==> src/rtl/yutorina_gpr_wb_pkg.sv <==
// Shared GPR definitions plus the writeback FIFO sizing.
// Exports: GPR address/data widths, GPR_NUM, GPR_ZERO, active-low enable
// levels, FIFO depth/pointer width, and the FIFO entry struct.
package yutorina_gpr_wb_pkg;

   localparam int GPR_ADDR_W  = 5;
   localparam int GPR_NUM     = 32;
   localparam int WORD_DATA_W = 32;

   localparam int GPR_WB_FIFO_DEPTH = 2;
   localparam int GPR_WB_PTR_W      = $clog2(GPR_WB_FIFO_DEPTH);

   typedef logic [GPR_ADDR_W-1:0]   gpr_addr_t;
   typedef logic [WORD_DATA_W-1:0]  word_data_t;
   typedef logic [GPR_WB_PTR_W-1:0] gpr_wb_ptr_t;

   localparam gpr_addr_t GPR_ZERO = '0;

   localparam logic ENABLE_  = 1'b0;
   localparam logic DISABLE_ = 1'b1;

   typedef struct packed {
      gpr_addr_t  addr;
      word_data_t data;
   } wb_entry_t;

endpackage

==> src/rtl/yutorina_gpr_wb_fifo.sv <==
// Synchronous FIFO buffering long-latency (B) writeback results.
// Ports: clk/rst, push/din (write side), pop/dout (read side, dout is the
// head entry), full/empty status flags.
// Full and empty are kept as separate registered flags, so every slot is
// usable. Push while full and pop while empty are ignored.
module yutorina_gpr_wb_fifo #(
   parameter int DEPTH = 2,
   parameter int WIDTH = 37
) (
   input  logic             clk,
   input  logic             rst,
   input  logic             push,
   input  logic [WIDTH-1:0] din,
   input  logic             pop,
   output logic [WIDTH-1:0] dout,
   output logic             full,
   output logic             empty
);

   localparam int PTR_W = (DEPTH > 1) ? $clog2(DEPTH) : 1;

   logic [WIDTH-1:0] mem [DEPTH];
   logic [PTR_W-1:0] wr_ptr;
   logic [PTR_W-1:0] rd_ptr;
   logic [PTR_W-1:0] wr_ptr_nxt;
   logic [PTR_W-1:0] rd_ptr_nxt;
   logic             push_ok;
   logic             pop_ok;

   assign push_ok    = push & ~full;
   assign pop_ok     = pop & ~empty;
   assign wr_ptr_nxt = wr_ptr + 1'b1;
   assign rd_ptr_nxt = rd_ptr + 1'b1;
   assign dout       = mem[rd_ptr];

   always_ff @(posedge clk) begin
      if (push_ok) begin
         mem[wr_ptr] <= din;
      end
   end

   always_ff @(posedge clk or posedge rst) begin
      if (rst) begin
         wr_ptr <= '0;
         rd_ptr <= '0;
         full   <= 1'b0;
         empty  <= 1'b1;
      end else begin
         if (push_ok) begin
            wr_ptr <= wr_ptr_nxt;
         end
         if (pop_ok) begin
            rd_ptr <= rd_ptr_nxt;
         end
         // simultaneous push and pop leaves occupancy, and both flags, alone
         if (push_ok && !pop_ok) begin
            empty <= 1'b0;
            full  <= (wr_ptr_nxt == rd_ptr);
         end else if (pop_ok && !push_ok) begin
            full  <= 1'b0;
            empty <= (rd_ptr_nxt == wr_ptr);
         end
      end
   end

endmodule

==> src/rtl/yutorina_gpr_wb.sv <==
// GPR writeback: owns the register file's single write port.
// Ports:
//   clk, rst                 clock, async active-high reset
//   a_en_/a_addr/a_data      in-order results, always accepted, top priority
//   b_valid/b_ready/b_addr/b_data  long-latency results, buffered in a FIFO
//   iss_en_/iss_addr         long-latency issue, marks destination pending
//   q_addr1/busy1, q_addr2/busy2   pending-scoreboard queries
//   we_/w_addr/w_data        registered GPR write port (we_ active-low)
module yutorina_gpr_wb
   import yutorina_gpr_wb_pkg::*;
#(
   parameter int FIFO_DEPTH = GPR_WB_FIFO_DEPTH
) (
   input  logic       clk,
   input  logic       rst,
   input  logic       a_en_,
   input  gpr_addr_t  a_addr,
   input  word_data_t a_data,
   input  logic       b_valid,
   output logic       b_ready,
   input  gpr_addr_t  b_addr,
   input  word_data_t b_data,
   input  logic       iss_en_,
   input  gpr_addr_t  iss_addr,
   input  gpr_addr_t  q_addr1,
   output logic       busy1,
   input  gpr_addr_t  q_addr2,
   output logic       busy2,
   output logic       we_,
   output gpr_addr_t  w_addr,
   output word_data_t w_data
);

   wb_entry_t          b_in;
   wb_entry_t          head;
   logic               full;
   logic               empty;
   logic               push;
   logic               pop;
   logic               a_fire;
   logic               head_zero;
   logic               b_write;
   logic [GPR_NUM-1:0] pending;

   assign b_in    = '{addr: b_addr, data: b_data};
   assign b_ready = ~full;
   assign push    = b_valid & ~full;

   assign a_fire    = (a_en_ == ENABLE_) && (a_addr != GPR_ZERO);
   assign head_zero = (head.addr == GPR_ZERO);
   // an r0 entry never uses the write port, so it drains alongside an A write
   assign pop       = ~empty & (~a_fire | head_zero);
   assign b_write   = pop & ~head_zero;

   yutorina_gpr_wb_fifo #(
      .DEPTH (FIFO_DEPTH),
      .WIDTH ($bits(wb_entry_t))
   ) u_fifo (
      .clk   (clk),
      .rst   (rst),
      .push  (push),
      .din   (b_in),
      .pop   (pop),
      .dout  (head),
      .full  (full),
      .empty (empty)
   );

   always_ff @(posedge clk or posedge rst) begin
      if (rst) begin
         we_    <= DISABLE_;
         w_addr <= GPR_ZERO;
         w_data <= '0;
      end else if (a_fire) begin
         we_    <= ENABLE_;
         w_addr <= a_addr;
         w_data <= a_data;
      end else if (b_write) begin
         we_    <= ENABLE_;
         w_addr <= head.addr;
         w_data <= head.data;
      end else begin
         we_    <= DISABLE_;
      end
   end

   // set is written last so a same-edge issue wins over the commit clear
   always_ff @(posedge clk or posedge rst) begin
      if (rst) begin
         pending <= '0;
      end else begin
         if (b_write) begin
            pending[head.addr] <= 1'b0;
         end
         if ((iss_en_ == ENABLE_) && (iss_addr != GPR_ZERO)) begin
            pending[iss_addr] <= 1'b1;
         end
      end
   end

   assign busy1 = pending[q_addr1];
   assign busy2 = pending[q_addr2];

endmodule

==> config.mk <==
export PLATFORM = sky130hd
export DESIGN_NAME = yutorina_gpr_wb
export DESIGN_NICKNAME = d
export VERILOG_FILES = /design/src/rtl/yutorina_gpr_wb_pkg.sv /design/src/rtl/yutorina_gpr_wb_fifo.sv /design/src/rtl/yutorina_gpr_wb.sv
export SDC_FILE = /design/constraint.sdc
export NUM_CORES = 1
export LEC_CHECK = 0
export BUFFER_PORTS_ARGS = -buffer_cell sky130_fd_sc_hd__buf_2
export CAP_MARGIN = 15
export CORE_ASPECT_RATIO = 1.75
export CORE_MARGIN = 4
export CORE_UTILIZATION = 50
export CTS_CLUSTER_DIAMETER = 80
export CTS_CLUSTER_SIZE = 14
export DETAILED_ROUTE_END_ITERATION = 12
export HOLD_SLACK_MARGIN = 0.02
export PLACE_DENSITY = 0.8
export SYNTH_ARGS = -nofsm -noshare
export SYNTH_HDL_FRONTEND = slang
export SYNTH_HIERARCHICAL = 1
export SYNTH_SLANG_ARGS = --single-unit
==> constraint.sdc <==
create_clock -name clk -period 2.7 [get_ports clk]
set_clock_uncertainty 0.15 [all_clocks]
set_input_delay 0.135 -clock clk [delete_from_list [all_inputs] [get_ports clk]]
set_output_delay 0.135 -clock clk [all_outputs]
set_load 0.01 [all_outputs]
# Yosys cells after proc, flatten, opt, wreduce, memory -nomap -nowiden

Memory sizes are Yosys's and may differ from the RTL's.
Cells that the tools add are included.
Widths: inputs -> output; s select.

Flip-flop bits (word level): 74
Bits in writable memories: 74
Output and inout port bits: 41
Memories kept: 1

Add/subtract/negate cells: 2
$lt $le $gt $ge: 6
Equality and inequality tests: 2
Mux-type cells: 22
Bitwise logic cells: 15
Reduce and logical (&&, ||, !) cells: 13

Memories:

| memory     | words | width | read ports | clocked after Yosys merged registers in | write ports | line                       | RTL |
|---|---|---|---|---|---|---|---|
| u_fifo.mem | 2     | 37    | 1          | 0                                       | 1           | yutorina_gpr_wb_fifo.sv:22 | `logic [WIDTH-1:0] mem [DEPTH];` |

Operator list:

| kind                | number |
|---|---|
| $mux 32             | 4 |
| $and 32x32->32      | 1 |
| $not 32->32         | 1 |
| $or 32x32->32       | 1 |
| $lt 5x6->1 const B  | 4 |
| $mux 1              | 12 |
| $bmux 1 s5          | 2 |
| $demux 1 s5         | 2 |
| $ge 5x1->1 const B  | 2 |
| $mux 5              | 2 |
| $reduce_bool 5->1   | 2 |
| $logic_and 1x1->1   | 6 |
| $not 1->1           | 6 |
| $and 1x1->1         | 5 |
| $logic_not 5->1     | 1 |
| $reduce_bool 2->1   | 2 |
| $add 1x1->1 const B | 2 |
| $eq 1x1->1          | 2 |
| $logic_not 1->1     | 2 |
| $or 1x1->1          | 1 |

# Logic depth before layout (Yosys ltp)

Gate-level depths: netlist (run 1).
An unclocked memory read counts as a cell.

Word-level depth: 10
Gate-level depth with buffers: 10
Mapped depth without buffers: 8

# Hierarchy

Netlist (run 1), hierarchy kept.

By module, submodules not included:

| module               | instances | cells an instance | area an instance (um^2) |
|---|---|---|---|
| yutorina_gpr_wb      | 1         | 389               | 3763.6 |
| yutorina_gpr_wb_fifo | 1         | 134               | 2905.3 |

# Worst setup path after synthesis (run 1)

No wires, ideal clock.

Kind: register to register
From: register u_fifo.full
To: memory u_fifo.mem[0][0], enable pin
Setup time: 0.431 ns
Arrival time: 2.158 ns
Data required time: 2.119 ns
Setup slack: -0.039 ns
Cell stages (with the launch flop): 4
Clock period less this slack: 2.739 ns
Path through: dfrtp_1 -> nor2b_1 -> nand2b_1 -> nor2_1

Longest elaborated chain between the ends: 5

RTL lines:

| element                      | line                       | RTL |
|---|---|---|
| start: declaration           | yutorina_gpr_wb_fifo.sv:16 | `output logic full,` |
| start signal: assignment     | yutorina_gpr_wb_fifo.sv:58 | `full <= (wr_ptr_nxt == rd_ptr);` |
| $not 1->1                    | yutorina_gpr_wb.sv:47      | `assign push = b_valid & ~full;` |
| $and 1x1->1                  | yutorina_gpr_wb.sv:47      |  |
| named net push               | yutorina_gpr_wb.sv:38      | `logic push;` |
| $and 1x1->1                  | yutorina_gpr_wb_fifo.sv:30 | `assign push_ok = push & ~full;` |
| $mux 1                       | yutorina_gpr_wb_fifo.sv:37 | `if (push_ok) begin` |
| $mux 1 (implied by the code) | yutorina_gpr_wb_fifo.sv:38 | `mem[wr_ptr] <= din;` |
| end: declaration             | yutorina_gpr_wb_fifo.sv:22 |  |

The timed path passes the listed nets, and every way through them passes these cells.

==> impl_metrics.yaml, run 1 <==
run_status:
  status: "completed"
setup_path:
  r2r_setup_slack_ps: 140
  endpoint_kind: "flip-flop"
  criticalPathCategory: "reg -> reg"
  worst_r2r_endpoint: "pending[29]$_DFF_PP0_"
  cp.arrival_ps: 2700
  worstPathRequired_ps: 2830
  rr_worst_depth: 5
  startpoint_type: "flip-flop"
  critPathMaxFanout: 8
  reg2reg_from: "u_fifo/rd_ptr$_DFFE_PP0P_"
detailed_routing:
  drt-pass1-iter-count: 5
  routed_wl_um: 18200
  drt-met1-wl_um: 6280
  drtIter0Drc: 208
  wl_met2_um: 10100
  viasPerCell: 5.58
  antenna_left: 0
  wl_per_cell_um: 19.7
  drc_errors: 0
  wl_met3_um: 829
  maxUsedRoutingLayer: "met4"
  vias: 5161
global_route:
  track_usage: 0.247
  overflow: 0
  grt_pass1_wl_um: 28600
  grt_max_degree: 76
  antenna_found_initial: 1
  grt_pass1_vias: 5634
finish:
  nets: 835
  drive_gt1_frac: 0.299
  syn_to_final_growth_pct: 34.3
  fin_area_sq_mm: 0.00896
hold_path:
  hold_path.class: "in -> async"
logic_synthesis:
  netlist.area_leader.share: 0.333
  seq_area_frac_synth: 0.611
  synth_cell_types: 41
  synthArstFlopShare: 0.500
  synth_top_area_cell: "edfxtp_1"
  syn-cell-area_sq_mm: 0.00667
  synth_commonest_cells: "o21ai_0, edfxtp_1, dfrtp_1, mux2i_1, nand2_1"
  synthSimpleGateAreaFrac: 0.0846
  synth_edf_count: 74
  yosys-top-cells-area: "edfxtp_1, dfrtp_1, mux2i_1"
  synth_xor_area_frac: 0.00394
  synth_ff_type: "edfxtp_1"
  yosysMostFrequentCell: "o21ai_0"
  syn_avg_cell_area_sq_um: 12.8
  synth_top_family_by_area: "multiplexers"
  yosys_warnings: 6
  synth_mux_area_frac: 0.172
  ys_ff_latch: 148
  synth_compound_area_frac: 0.102
  syn-instance-count: 523
  synthesis.nets: 618
  synthAdderAreaFrac: 0.00188
clocking:
  clk_latency_ps: 410
  cts_setup_buffers: 0
  cts_buffer_depth: 2
  cts_sinks: 148
  cts_htree_levels: 4
  cts_tree: "yes"
  cts.clk_slew.worst_paths_ps: 60
  cts-root-buf: "clkbuf_16"
  numCtsBuffers: 17
pwr:
  ir_drop_v: 0.000796
  p_seq_frac: 0.423
  power_leakage_nw: 3.73
  switchingPower_mw: 2.92
  finalPower_mw: 8.77
  intPower_mw: 5.85
  powerDensity_mw_per_mm2: 979
  clockPowerShare: 0.262
  swShare: 0.333
  combPwrFrac: 0.315
timing:
  rsz0062_at_grt: "no"
  hold_violations: 0
  tns_ps: 0
  slew_headroom: 0.567
  fin_crit_sh: 0.949
  finalCriticalPeriod_ps: 2560
  layout_setup_ws_ps: 137
  drv_slew: 0
  worst_slew_pin_slew_ps: 650
  setup-violations-final: 0
  hold_ws_ps: 46.4
  fmax_mhz: 390
die:
  num_io_pins: 135
  die_h_um: 161
  fp-row-count: 55
  fp.dieW_um: 95.3
  start_util: 0.513
  die-area_sq_mm: 0.0153
  coreArea_sq_mm: 0.0130
flow_run:
  max_cap_viol_count: 0
placed_design:
  place_congestion: 0.866
  dp_hpwl_um: 11900
  dp_slack_ps: 373
  portBuffers: 134
  place_area_sq_mm: 0.00753
[through the flow]
step / cells / utilization
6_report: 925 / 0.689
5_1_grt: 925 / 0.689
4_1_cts: 924 / 0.688
3_5_place_dp: 809 / 0.579
3_3_place_gp: 809 / 0.579
2_1_floorplan: 523 / -
[repair_timing]
| item | in CTS | in global routing |
|---|---|---|
| endpoints found under the hold margin | 204 | 0 |
| gates resized for setup | 0 | 2 |
| endpoints found under the setup margin | 0 | 2 |
| hold buffers | 83 | 0 |
[worst max-delay path: stages (launching register included)]
cell and delay, ps:
dfrtp_2 430, mux2_2 410, or4b_4 600, o21ai_0 180, o31ai_1 90, dlygate4sd3_1 570
[per-layer routing]
| metal | global-route usage | up-vias |
|---|---|---|
| met5 | 0 | - |
| met3 | 0.0464 | 65 |
| li1 | - | 2367 |
| met1 | 0.261 | 2514 |
| met2 | 0.434 | 215 |
| met4 | 0.156 | 0 |
[power groups by stage]
stage	sequential [mW]	combinational, mW	clock (mW)
2_1_floorplan	3.72	1.60	0
3_3_place_gp	3.65	2.50	0
3_5_place_dp	3.72	2.57	0
4_1_cts	3.69	2.71	2.33
5_1_grt	3.80	3.01	2.42
6_report	3.71	2.76	2.29
[layout by cell type (no fill, tap or decap), types with 3 or more instances in the layout]
cell,netlist,routed
nor2_1,9,7
o21ai_0,90,90
mux2i_1,69,69
mux2_2,27,27
a21oi_1,8,8
buf_2,13,134
nand2_1,58,58
o31ai_1,9,9
or2_2,3,3
buf_4,4,3
nor2b_1,7,7
a22oi_1,8,8
nand3b_1,4,4
dlygate4sd3_1,0,83
clkinvlp_4,0,4
inv_6,0,3
edfxtp_1,74,74
dfrtp_1,72,71
mux2_4,10,10
xnor2_1,3,3
nand2b_1,8,8
clkbuf_16,0,17
inv_1,4,3
nand3_1,7,7
buf_12,0,4
[final cells by class]
| class | instances | area [sq um] |
|---|---|---|
| Multi-Input combinational cell | 345 | 2460 |
| Clock buffer | 18 | 429 |
| Inverter | 4 | 15.0 |
| Tap cell | 171 | 214 |
| Clock inverter | 14 | 153 |
| Antenna cell | 1 | 2.50 |
| Sequential cell | 148 | 4080 |
| Fill cell | 840 | 4050 |
| Timing Repair Buffer | 224 | 1600 |
[registers in the layout, summed over array words and instances (netlist names)]
| signal | cells |
|---|---|
| pending | 32 |
| w_addr | 5 |
| w_data | 32 |
| we_ | 1 |
| u_fifo/full | 1 |
| u_fifo/mem | 74 |
| u_fifo/rd_ptr | 1 |
| u_fifo/empty | 1 |
| u_fifo/wr_ptr | 1 |
[how the worst max path moves through the flow]
stage / startpoint / to / slack, ps / cells past startpoint
2_1_floorplan: u_fifo/rd_ptr$_DFFE_PP0P_ / u_fifo/full$_DFFE_PP0P_ / 340 / 10
3_3_place_gp: u_fifo/rd_ptr$_DFFE_PP0P_ / u_fifo/full$_DFFE_PP0P_ / 420 / 8
3_5_place_dp: u_fifo/rd_ptr$_DFFE_PP0P_ / u_fifo/full$_DFFE_PP0P_ / 370 / 8
4_1_cts: u_fifo/rd_ptr$_DFFE_PP0P_ / pending[10]$_DFF_PP0_ / 20 / 5
5_1_grt: u_fifo/rd_ptr$_DFFE_PP0P_ / pending[29]$_DFF_PP0_ / 40 / 5
6_report: u_fifo/rd_ptr$_DFFE_PP0P_ / pending[29]$_DFF_PP0_ / 140 / 5
[cell families after synthesis]
| logic type | count (synthesis) |
|---|---|
| multiplexers | 106 |
| buffers and inverters | 30 |
| AO/OA/AOI/OAI | 123 |
| adder cells (fa/ha/maj) | 1 |
| AND/OR/NAND/NOR | 112 |
| XOR/XNOR | 3 |
| flip-flops | 148 |
Note: power is estimated with default switching activity, not from simulation.
==> inputs of run 2 (changes only) <==
--- a/config.mk
+++ b/config.mk
@@ -14,7 +14,7 @@
 export CTS_CLUSTER_SIZE = 14
 export DETAILED_ROUTE_END_ITERATION = 12
 export HOLD_SLACK_MARGIN = 0.02
-export PLACE_DENSITY = 0.8
+export PLACE_DENSITY = 0.77
 export SYNTH_ARGS = -nofsm -noshare
 export SYNTH_HDL_FRONTEND = slang
 export SYNTH_HIERARCHICAL = 1
==> constraint.sdc (replaced) <==
create_clock -name clk -period 3.05 [get_ports clk]
set_clock_uncertainty 0.15 [all_clocks]
set_input_delay 0.1525 -clock clk [delete_from_list [all_inputs] [get_ports clk]]
set_output_delay 0.1525 -clock clk [all_outputs]
set_load 0.01 [all_outputs]
==> impl_metrics.yaml, run 2 (same netlist as run 1, synthesis figures left out) <==
run_status:
  status: "completed"
clocking:
  cts_htree_levels: 4
  cts_resized: 0
  cts_setup_buffers: 0
  cts.clk_slew.worst_paths_ps: 60
  cts_buffer_depth: 2
  numCtsBuffers: 17
  cts_tree: "yes"
  cts_hold_buf: 83
  clk_latency_ps: 410
  cts-root-buf: "clkbuf_16"
  cts_sinks: 148
setup_path:
  startpoint_type: "flip-flop"
  critPathMaxFanout: 12
  rr_worst_depth: 6
  endpoint_kind: "flip-flop"
  criticalPathCategory: "reg -> reg"
  r2r_setup_slack_ps: 100
  worst_r2r_endpoint: "pending[24]$_DFF_PP0_"
  reg2reg_from: "u_fifo/rd_ptr$_DFFE_PP0P_"
  cp.arrival_ps: 3090
  worstPathRequired_ps: 3190
finish:
  top_register: "u_fifo/mem"
  syn_to_final_growth_pct: 34.1
  reg.largest.list: "u_fifo/mem: 74 flops, pending: 32 flops, w_data: 32 flops"
  drive_gt1_frac: 0.296
  layout_commonest_cell: "buf_2"
  nets: 836
  layout_common_cells: "buf_2, o21ai_0, dlygate4sd3_1"
  fin_util: 0.687
  n_antenna_cell: 0
  largest_register_ffs: 74
die:
  fp.dieW_um: 95.3
  coreArea_sq_mm: 0.0130
  die-area_sq_mm: 0.0153
  fp-row-count: 55
  num_io_pins: 135
  start_util: 0.513
  die_h_um: 161
timing:
  drv_slew: 0
  finalCriticalPeriod_ps: 2950
  worst_slew_pin_slew_ps: 789
  tns_ps: 0
  setup-violations-final: 0
  hold_violations: 0
  slew_headroom: 0.473
  fin_crit_sh: 0.966
  fmax_mhz: 339
  rsz0062_at_grt: "no"
hold_path:
  hold_path.class: "in -> async"
detailed_routing:
  routed_wl_um: 18400
  drtIter0Drc: 248
  wl_per_cell_um: 19.9
  drc_errors: 0
  drt-pass1-iter-count: 5
  viasPerCell: 5.60
  antenna_left: 0
  vias: 5181
placed_design:
  portBuffers: 134
  dp_hpwl_um: 12100
  place_congestion: 0.874
global_route:
  track_usage: 0.254
  grt_pass1_vias: 5627
  antenna_found_initial: 0
  overflow: 0
  grt_max_degree: 61
  grt_pass1_wl_um: 29100
flow_run:
  max_cap_viol_count: 0
pwr:
  powerDensity_mw_per_mm2: 869
  power_leakage_nw: 3.74
  ir_drop_v: 0.000799
## run 2: worst max-delay path by stage
| stage | startpoint | to | slack (ps) | cells past startpoint |
|---|---|---|---|---|
| floorplan | u_fifo/full$_DFFE_PP0P_ | u_fifo/mem[0][0]$_DFFE_PP_ | 310 | 3 |
| global placement | u_fifo/rd_ptr$_DFFE_PP0P_ | u_fifo/full$_DFFE_PP0P_ | 660 | 8 |
| detailed placement | u_fifo/rd_ptr$_DFFE_PP0P_ | w_data[29]$_DFFE_PP0N_ | 600 | 6 |
| CTS | u_fifo/rd_ptr$_DFFE_PP0P_ | pending[24]$_DFF_PP0_ | 130 | 6 |
| global route | u_fifo/rd_ptr$_DFFE_PP0P_ | pending[24]$_DFF_PP0_ | 40 | 6 |
| finish | u_fifo/rd_ptr$_DFFE_PP0P_ | pending[24]$_DFF_PP0_ | 100 | 6 |
## run 2: per-layer routing
layer	routed length [um]	share of wire	global-route usage	vias to the layer above
met4	985	0.054	0.157	0
met3	891	0.048	0.0553	59
li1	-	-	-	2359
met2	10100	0.55	0.446	244
met1	6440	0.35	0.267	2519
met5	0	0	0	-
## run 2: cell type report
cell class / instances / area [sq um]
clock inverter: 14 / 151
inverter: 4 / 15.0
fill: 856 / 4070
sequential: 148 / 4080
clock buffer: 18 / 429
tap: 171 / 214
timing repair buffer: 225 / 1600
multi-input combinational: 345 / 2450
## run 2: metrics by stage
| step | power (mW) | hold slack, ps | setup WS (ps) | area (sq um) | std cells |
|---|---|---|---|---|---|
| CTS | 7.72 | 49.8 | 130 | 8940 | 925 |
| detailed placement | 5.58 | -60.0 | 603 | 7530 | 810 |
| floorplan | 4.72 | -232 | 311 | 6670 | 523 |
| finish | 7.77 | 41.4 | 103 | 8940 | 925 |
| global route | 8.16 | 70.9 | 39.0 | 8940 | 925 |
| global placement | 5.44 | -62.2 | 662 | 7530 | 810 |
## run 2: power breakdown
group          switching, mW  leakage (nW)  internal, mW
Combinational           1.33          1.89          1.08
Sequential             0.436          1.57          2.87
Clock                  0.838         0.280          1.21
Total                   2.61          3.74          5.16
## run 2: worst max-delay path, stage by stage, from the launching register on
cell and delay (ps):
dfrtp_2 520, mux2_2 450, or3_4 430, a2111o_1 490, o21ai_1 150, o31ai_1 80
dlygate4sd3_1 560
